==> src/rtl/vram_pkg.sv <==
// Shared types and constants for the VRAM byte access ports.
package vram_pkg;

    localparam int ADDR_W  = 17;
    localparam int WORD_AW = ADDR_W - 2;

    typedef enum logic [1:0] {
        IDLE    = 2'd0,
        WR_REQ  = 2'd1,
        RD_REQ  = 2'd2,
        RD_WAIT = 2'd3
    } state_t;

    // Entry 0 sits in the lowest slice so STEP_TABLE[idx] reads naturally.
    localparam logic [15:0][9:0] STEP_TABLE = {
        10'd640, 10'd320, 10'd160, 10'd80,
        10'd40,  10'd512, 10'd256, 10'd128,
        10'd64,  10'd32,  10'd16,  10'd8,
        10'd4,   10'd2,   10'd1,   10'd0
    };

endpackage

==> src/rtl/vram_addr_step.sv <==
// Combinational next-address unit: addr +/- table step, wrapping modulo 2^ADDR_W.
module vram_addr_step
    import vram_pkg::*;
#(
    parameter int AW = ADDR_W
) (
    input  logic [AW-1:0] addr,
    input  logic [3:0]    index,
    input  logic          decr,
    output logic [AW-1:0] addr_next
);

    logic [AW-1:0] step_s;

    assign step_s = {{(AW-10){1'b0}}, STEP_TABLE[index]};

    // Add or subtract the step; overflow past either end simply wraps.
    always_comb begin
        addr_next = addr;
        if (decr) begin
            addr_next = addr - step_s;
        end else begin
            addr_next = addr + step_s;
        end
    end

endmodule

==> src/rtl/vram_byte_port.sv <==
// CPU byte port onto the 32-bit VRAM bus: byte-lane writes, prefetched reads,
// and a stepping byte address.
module vram_byte_port
    import vram_pkg::*;
#(
    parameter int ADDR_W = vram_pkg::ADDR_W
) (
    input  logic              clk,
    input  logic              rst,
    input  logic              addr_wr,
    input  logic [ADDR_W-1:0] addr_wrdata,
    input  logic              incr_wr,
    input  logic [4:0]        incr_wrdata,
    input  logic              data_wr,
    input  logic [7:0]        data_wrdata,
    input  logic              data_rd,
    output logic [7:0]        data_rddata,
    output logic [ADDR_W-1:0] addr_q,
    output logic              busy,
    output logic              overrun,
    output logic              bus_req,
    input  logic              bus_ack,
    output logic [ADDR_W-3:0] bus_addr,
    output logic [31:0]       bus_wrdata,
    output logic [3:0]        bus_wrbytesel,
    output logic              bus_write,
    input  logic [31:0]       bus_rddata
);

    state_t            state_r;
    logic [3:0]        step_idx_r;
    logic              step_dec_r;
    logic [1:0]        lane_r;
    logic [ADDR_W-1:0] addr_next_s;
    logic              any_strobe_s;
    logic              dropped_s;

    vram_addr_step #(.AW(ADDR_W)) u_step (
        .addr      (addr_q),
        .index     (step_idx_r),
        .decr      (step_dec_r),
        .addr_next (addr_next_s)
    );

    assign bus_addr     = addr_q[ADDR_W-1:2];
    assign any_strobe_s = addr_wr | incr_wr | data_wr | data_rd;
    // A lower-priority strobe losing arbitration in IDLE counts as an overrun.
    assign dropped_s    = (addr_wr & (data_wr | data_rd)) | (data_wr & data_rd);

    // Port sequencer: strobe arbitration, bus handshake and prefetch capture.
    always_ff @(posedge clk or posedge rst) begin
        if (rst) begin
            state_r       <= IDLE;
            addr_q        <= '0;
            step_idx_r    <= 4'd0;
            step_dec_r    <= 1'b0;
            lane_r        <= 2'd0;
            data_rddata   <= 8'h00;
            bus_req       <= 1'b0;
            bus_write     <= 1'b0;
            bus_wrbytesel <= 4'b0000;
            bus_wrdata    <= 32'h0000_0000;
            overrun       <= 1'b0;
            busy          <= 1'b0;
        end else begin
            case (state_r)
                IDLE: begin
                    if (incr_wr) begin
                        step_dec_r <= incr_wrdata[4];
                        step_idx_r <= incr_wrdata[3:0];
                    end
                    if (dropped_s) begin
                        overrun <= 1'b1;
                    end else if (addr_wr) begin
                        overrun <= 1'b0;
                    end
                    if (addr_wr) begin
                        addr_q  <= addr_wrdata;
                        bus_req <= 1'b1;
                        busy    <= 1'b1;
                        state_r <= RD_REQ;
                    end else if (data_wr) begin
                        bus_wrdata    <= {4{data_wrdata}};
                        bus_wrbytesel <= 4'b0001 << addr_q[1:0];
                        bus_write     <= 1'b1;
                        bus_req       <= 1'b1;
                        busy          <= 1'b1;
                        state_r       <= WR_REQ;
                    end else if (data_rd) begin
                        addr_q  <= addr_next_s;
                        bus_req <= 1'b1;
                        busy    <= 1'b1;
                        state_r <= RD_REQ;
                    end
                end
                WR_REQ: begin
                    if (any_strobe_s) begin
                        overrun <= 1'b1;
                    end
                    if (bus_ack) begin
                        addr_q        <= addr_next_s;
                        bus_write     <= 1'b0;
                        bus_wrbytesel <= 4'b0000;
                        state_r       <= RD_REQ;
                    end
                end
                RD_REQ: begin
                    if (any_strobe_s) begin
                        overrun <= 1'b1;
                    end
                    if (bus_ack) begin
                        lane_r  <= addr_q[1:0];
                        bus_req <= 1'b0;
                        state_r <= RD_WAIT;
                    end
                end
                RD_WAIT: begin
                    if (any_strobe_s) begin
                        overrun <= 1'b1;
                    end
                    data_rddata <= bus_rddata[{lane_r, 3'b000} +: 8];
                    busy        <= 1'b0;
                    state_r     <= IDLE;
                end
                default: begin
                    bus_req       <= 1'b0;
                    bus_write     <= 1'b0;
                    bus_wrbytesel <= 4'b0000;
                    busy          <= 1'b0;
                    state_r       <= IDLE;
                end
            endcase
        end
    end

endmodule

==> config.mk <==
export PLATFORM = sky130hd
export DESIGN_NAME = vram_byte_port
export DESIGN_NICKNAME = d
export VERILOG_FILES = /design/src/rtl/vram_pkg.sv /design/src/rtl/vram_addr_step.sv /design/src/rtl/vram_byte_port.sv
export SDC_FILE = /design/constraint.sdc
export NUM_CORES = 1
export LEC_CHECK = 0
export BUFFER_PORTS_ARGS = -buffer_cell sky130_fd_sc_hd__buf_2
export CAP_MARGIN = 20
export CELL_PAD_IN_SITES_DETAIL_PLACEMENT = 1
export CELL_PAD_IN_SITES_GLOBAL_PLACEMENT = 1
export CORE_MARGIN = 4
export CORE_UTILIZATION = 33
export DETAILED_ROUTE_END_ITERATION = 7
export GPL_TIMING_DRIVEN = 0
export PLACE_DENSITY = 0.83
export SYNTH_ARGS = -nofsm -noshare
export SYNTH_HDL_FRONTEND = slang
export SYNTH_SLANG_ARGS = --single-unit
==> constraint.sdc <==
create_clock -name clk -period 4.4 [get_ports clk]
set_clock_uncertainty 0.2 [all_clocks]
set_input_delay 0.44 -clock clk [delete_from_list [all_inputs] [get_ports clk]]
set_output_delay 0.44 -clock clk [all_outputs]
set_load 0.1 [all_outputs]
==> summary.txt <==
Status = complete, no violations
Final worst slack = 298 ps
Slew Viols, Final = 0
Initial antenna violation count = 0
Root Buffer = clkbuf_16
Data required, critical path = 4360 ps
Antenna Nets Post-Route = 0
FFs w/ async S/R, synth = 100%
Post-synthesis cell area = 0.00397 sq mm
Synth area leaders = dfrtp_1, buf_4, ha_1
Critical Path Fanout Max = 10
Worst setup SP type = register
Max Fclk = 244 MHz
Post-synth top area share = 31.5%
DRC = 0
GRT Resource Usage Total = 18.9%
R2r startpoint = step_idx_r[3]$_DFFE_PP0P_
Post-route cell area = 0.00507 sq mm
Initial Utilization = 34.2%
Synth area leader = dfrtp_1
Core Area = 0.0116 sq mm
TritonRoute pass-1 iters = 4
Most common cell in the netlist = dfrtp_1
CTS clk-pin slew, worst paths = 70 ps
Register bit total from synthesis = 50
Vias after detailed routing = 4000
Number of global-route vias before repair = 4317
Critical path class = reg -> reg
Area occupied by registers = 0.00125 sq mm
Pre-CTS setup slack = 256 ps
CP startpoint = step_idx_r[3]$_DFFE_PP0P_
CP endpoint kind = register
Post-synth EDFFs = 0
Post-Syn Nets = 541
H-tree depth = 2
FF-to-FF setup slack = 300 ps
Pin count of the biggest net entering global routing = 34
CTS tree = yes
RSZ-0062 raised after global routing = false
Number of DRC markers in iteration 0 = 205
Mean post-synth cell area = 8.84 sq um
Ys flop type = dfrtp_1
Port Buffers = 148
Via/cell ratio = 5.33
Post-layout min period = 4100 ps
Sink Count = 50
Final period util = 93.2%
Hold path start = incr_wrdata[0]
Worst Tran Pin Value = 564 ps
Final hold vios = 0
Synth warnings = 0
Die X = 118 um
Die area = 0.0139 sq mm
Top post-synthesis cells by count = dfrtp_1, nand2_1, a21oi_1, buf_4, nor2_1
Netlist cell types = 63
TritonCTS Buffers = 5
Hold WC Path Type = in -> reg
Layout cells sized above 1 = 41.4%
Routed len/inst = 17.7 um
Area of the multi-input gates = 0.00228 sq mm
Setup TNS = 0 ps
WL final = 13300 um
Max-capacitance violation count = 0
CP arrival = 4070 ps
Critical Path Sink = addr_q[15]$_DFFE_PP0P_
Largest buffer count on any clock path = 2
# setup viols final = 0
Post-DP HPWL = 10800 um
Filler cell count = 1429
Core Rows = 39
Clk_lat worst skew = 290 ps
Reg2reg end = addr_q[15]$_DFFE_PP0P_
Area grow syn2layout = 27.7%
Slew margin rel. = 62.4%
I/O pins = 149
GPL Wtd Cong = 0.893
Fin util = 43.7%
Global route total overflow = 0
# diodes = 0
R2R cell count = 18
Nets = 698
Placed Area = 0.00491 sq mm
Register area share after synthesis = 31.5%
First-pass GRT wire length = 21800 um
Post-Synthesis Cells = 449
Chip Height = 118 um
-- routing by layer --
layer / GRT usage (%) / vias up / wire (um)
met5: 0 / - / 0
met4: 4.69 / 0 / 209
met3: 4.13 / 16 / 818
met2: 34.3 / 141 / 6630
met1: 22.6 / 1944 / 5600
li1: - / 1899 / -
-- worst min-delay path by stage --
stage                                 end  cells after the start  slack [ps]
6_report        step_idx_r[0]$_DFFE_PP0P_                      2         180
5_1_grt        bus_wrdata[29]$_DFFE_PP0P_                      2         180
4_1_cts         step_idx_r[0]$_DFFE_PP0P_                      2         170
3_5_place_dp   bus_wrdata[30]$_DFFE_PP0P_                      2         270
3_3_place_gp        bus_write$_DFFE_PP0P_                      1         270
2_1_floorplan      state_r[1]$_DFFE_PP0P_                      2         300
-- kinds of logic after synthesis --
kind of cell             Yosys count  synth area share, %
AO/OA/AOI/OAI                    125                 20.2
AND/OR/NAND/NOR                  136                 16.6
adder cells (fa/ha/maj)           23                 7.44
buffers and inverters             75                 11.1
multiplexers                      32                 11.4
XOR/XNOR                           8                 1.76
flip-flops                        50                 31.5
-- per-stage QoR --
stage | std cells | hold WS (ps)
finish | 750 | 177
floorplan | 449 | 300
global placement | 740 | 267
CTS | 750 | 171
detailed placement | 741 | 270
global route | 750 | 180
-- critical path: stages, from the launching register on --
cell	delay, ps
dfrtp_1	350
buf_2	160
clkbuf_2	210
nor2_1	230
nand2_1	110
ha_1	200
buf_2	170
nand2_1	80
a21oi_1	70
a21oi_1	120
o221ai_1	150
a21oi_1	240
ha_1	340
a21oi_1	270
nor2b_1	80
o21ai_1	290
nand3_1	160
a2111oi_0	440
nor3_1	90
-- registers in the layout, indices dropped and copies added (netlist names), 2 cells and up --
name	cells
addr_q	17
bus_wrbytesel	4
bus_wrdata	8
data_rddata	8
lane_r	2
state_r	2
step_idx_r	4
-- timing repair --
action / in CTS / in global routing
endpoints found under the hold margin: 17 / 0
buffers inserted: 0 / 0
hold buffers: 1 / 0
resized for setup: 0 / 4
endpoints found under the setup margin: 0 / 4
-- layout make-up --
cell class | count | share of cell area [%]
inverters | 15 | 1.11
clock inverters | 3 | 0.420
clock buffers | 5 | 2.47
multi-input cells | 324 | 45.0
well taps | 143 | 3.53
flip-flops and latches | 50 | 24.7
plain buffers | 60 | 7.60
repair buffers | 150 | 15.2
-- placed cells by master, fill, tap and decap left out, drive strengths merged, types with 7 or more instances in the layout --
| master | count |
|---|---|
| o211ai | 7 |
| mux2 | 23 |
| dfrtp | 50 |
| nand2 | 48 |
| mux4 | 8 |
| clkbuf | 17 |
| xnor2 | 7 |
| a21oi | 42 |
| nor2b | 8 |
| ha | 22 |
| o21ai | 33 |
| nor2 | 29 |
| nand3 | 17 |
| inv | 15 |
| buf | 197 |
Power is left out: the tool's default activity adds up to more than one toggle a clock period on the data nets, which glitch-free logic cannot reach.
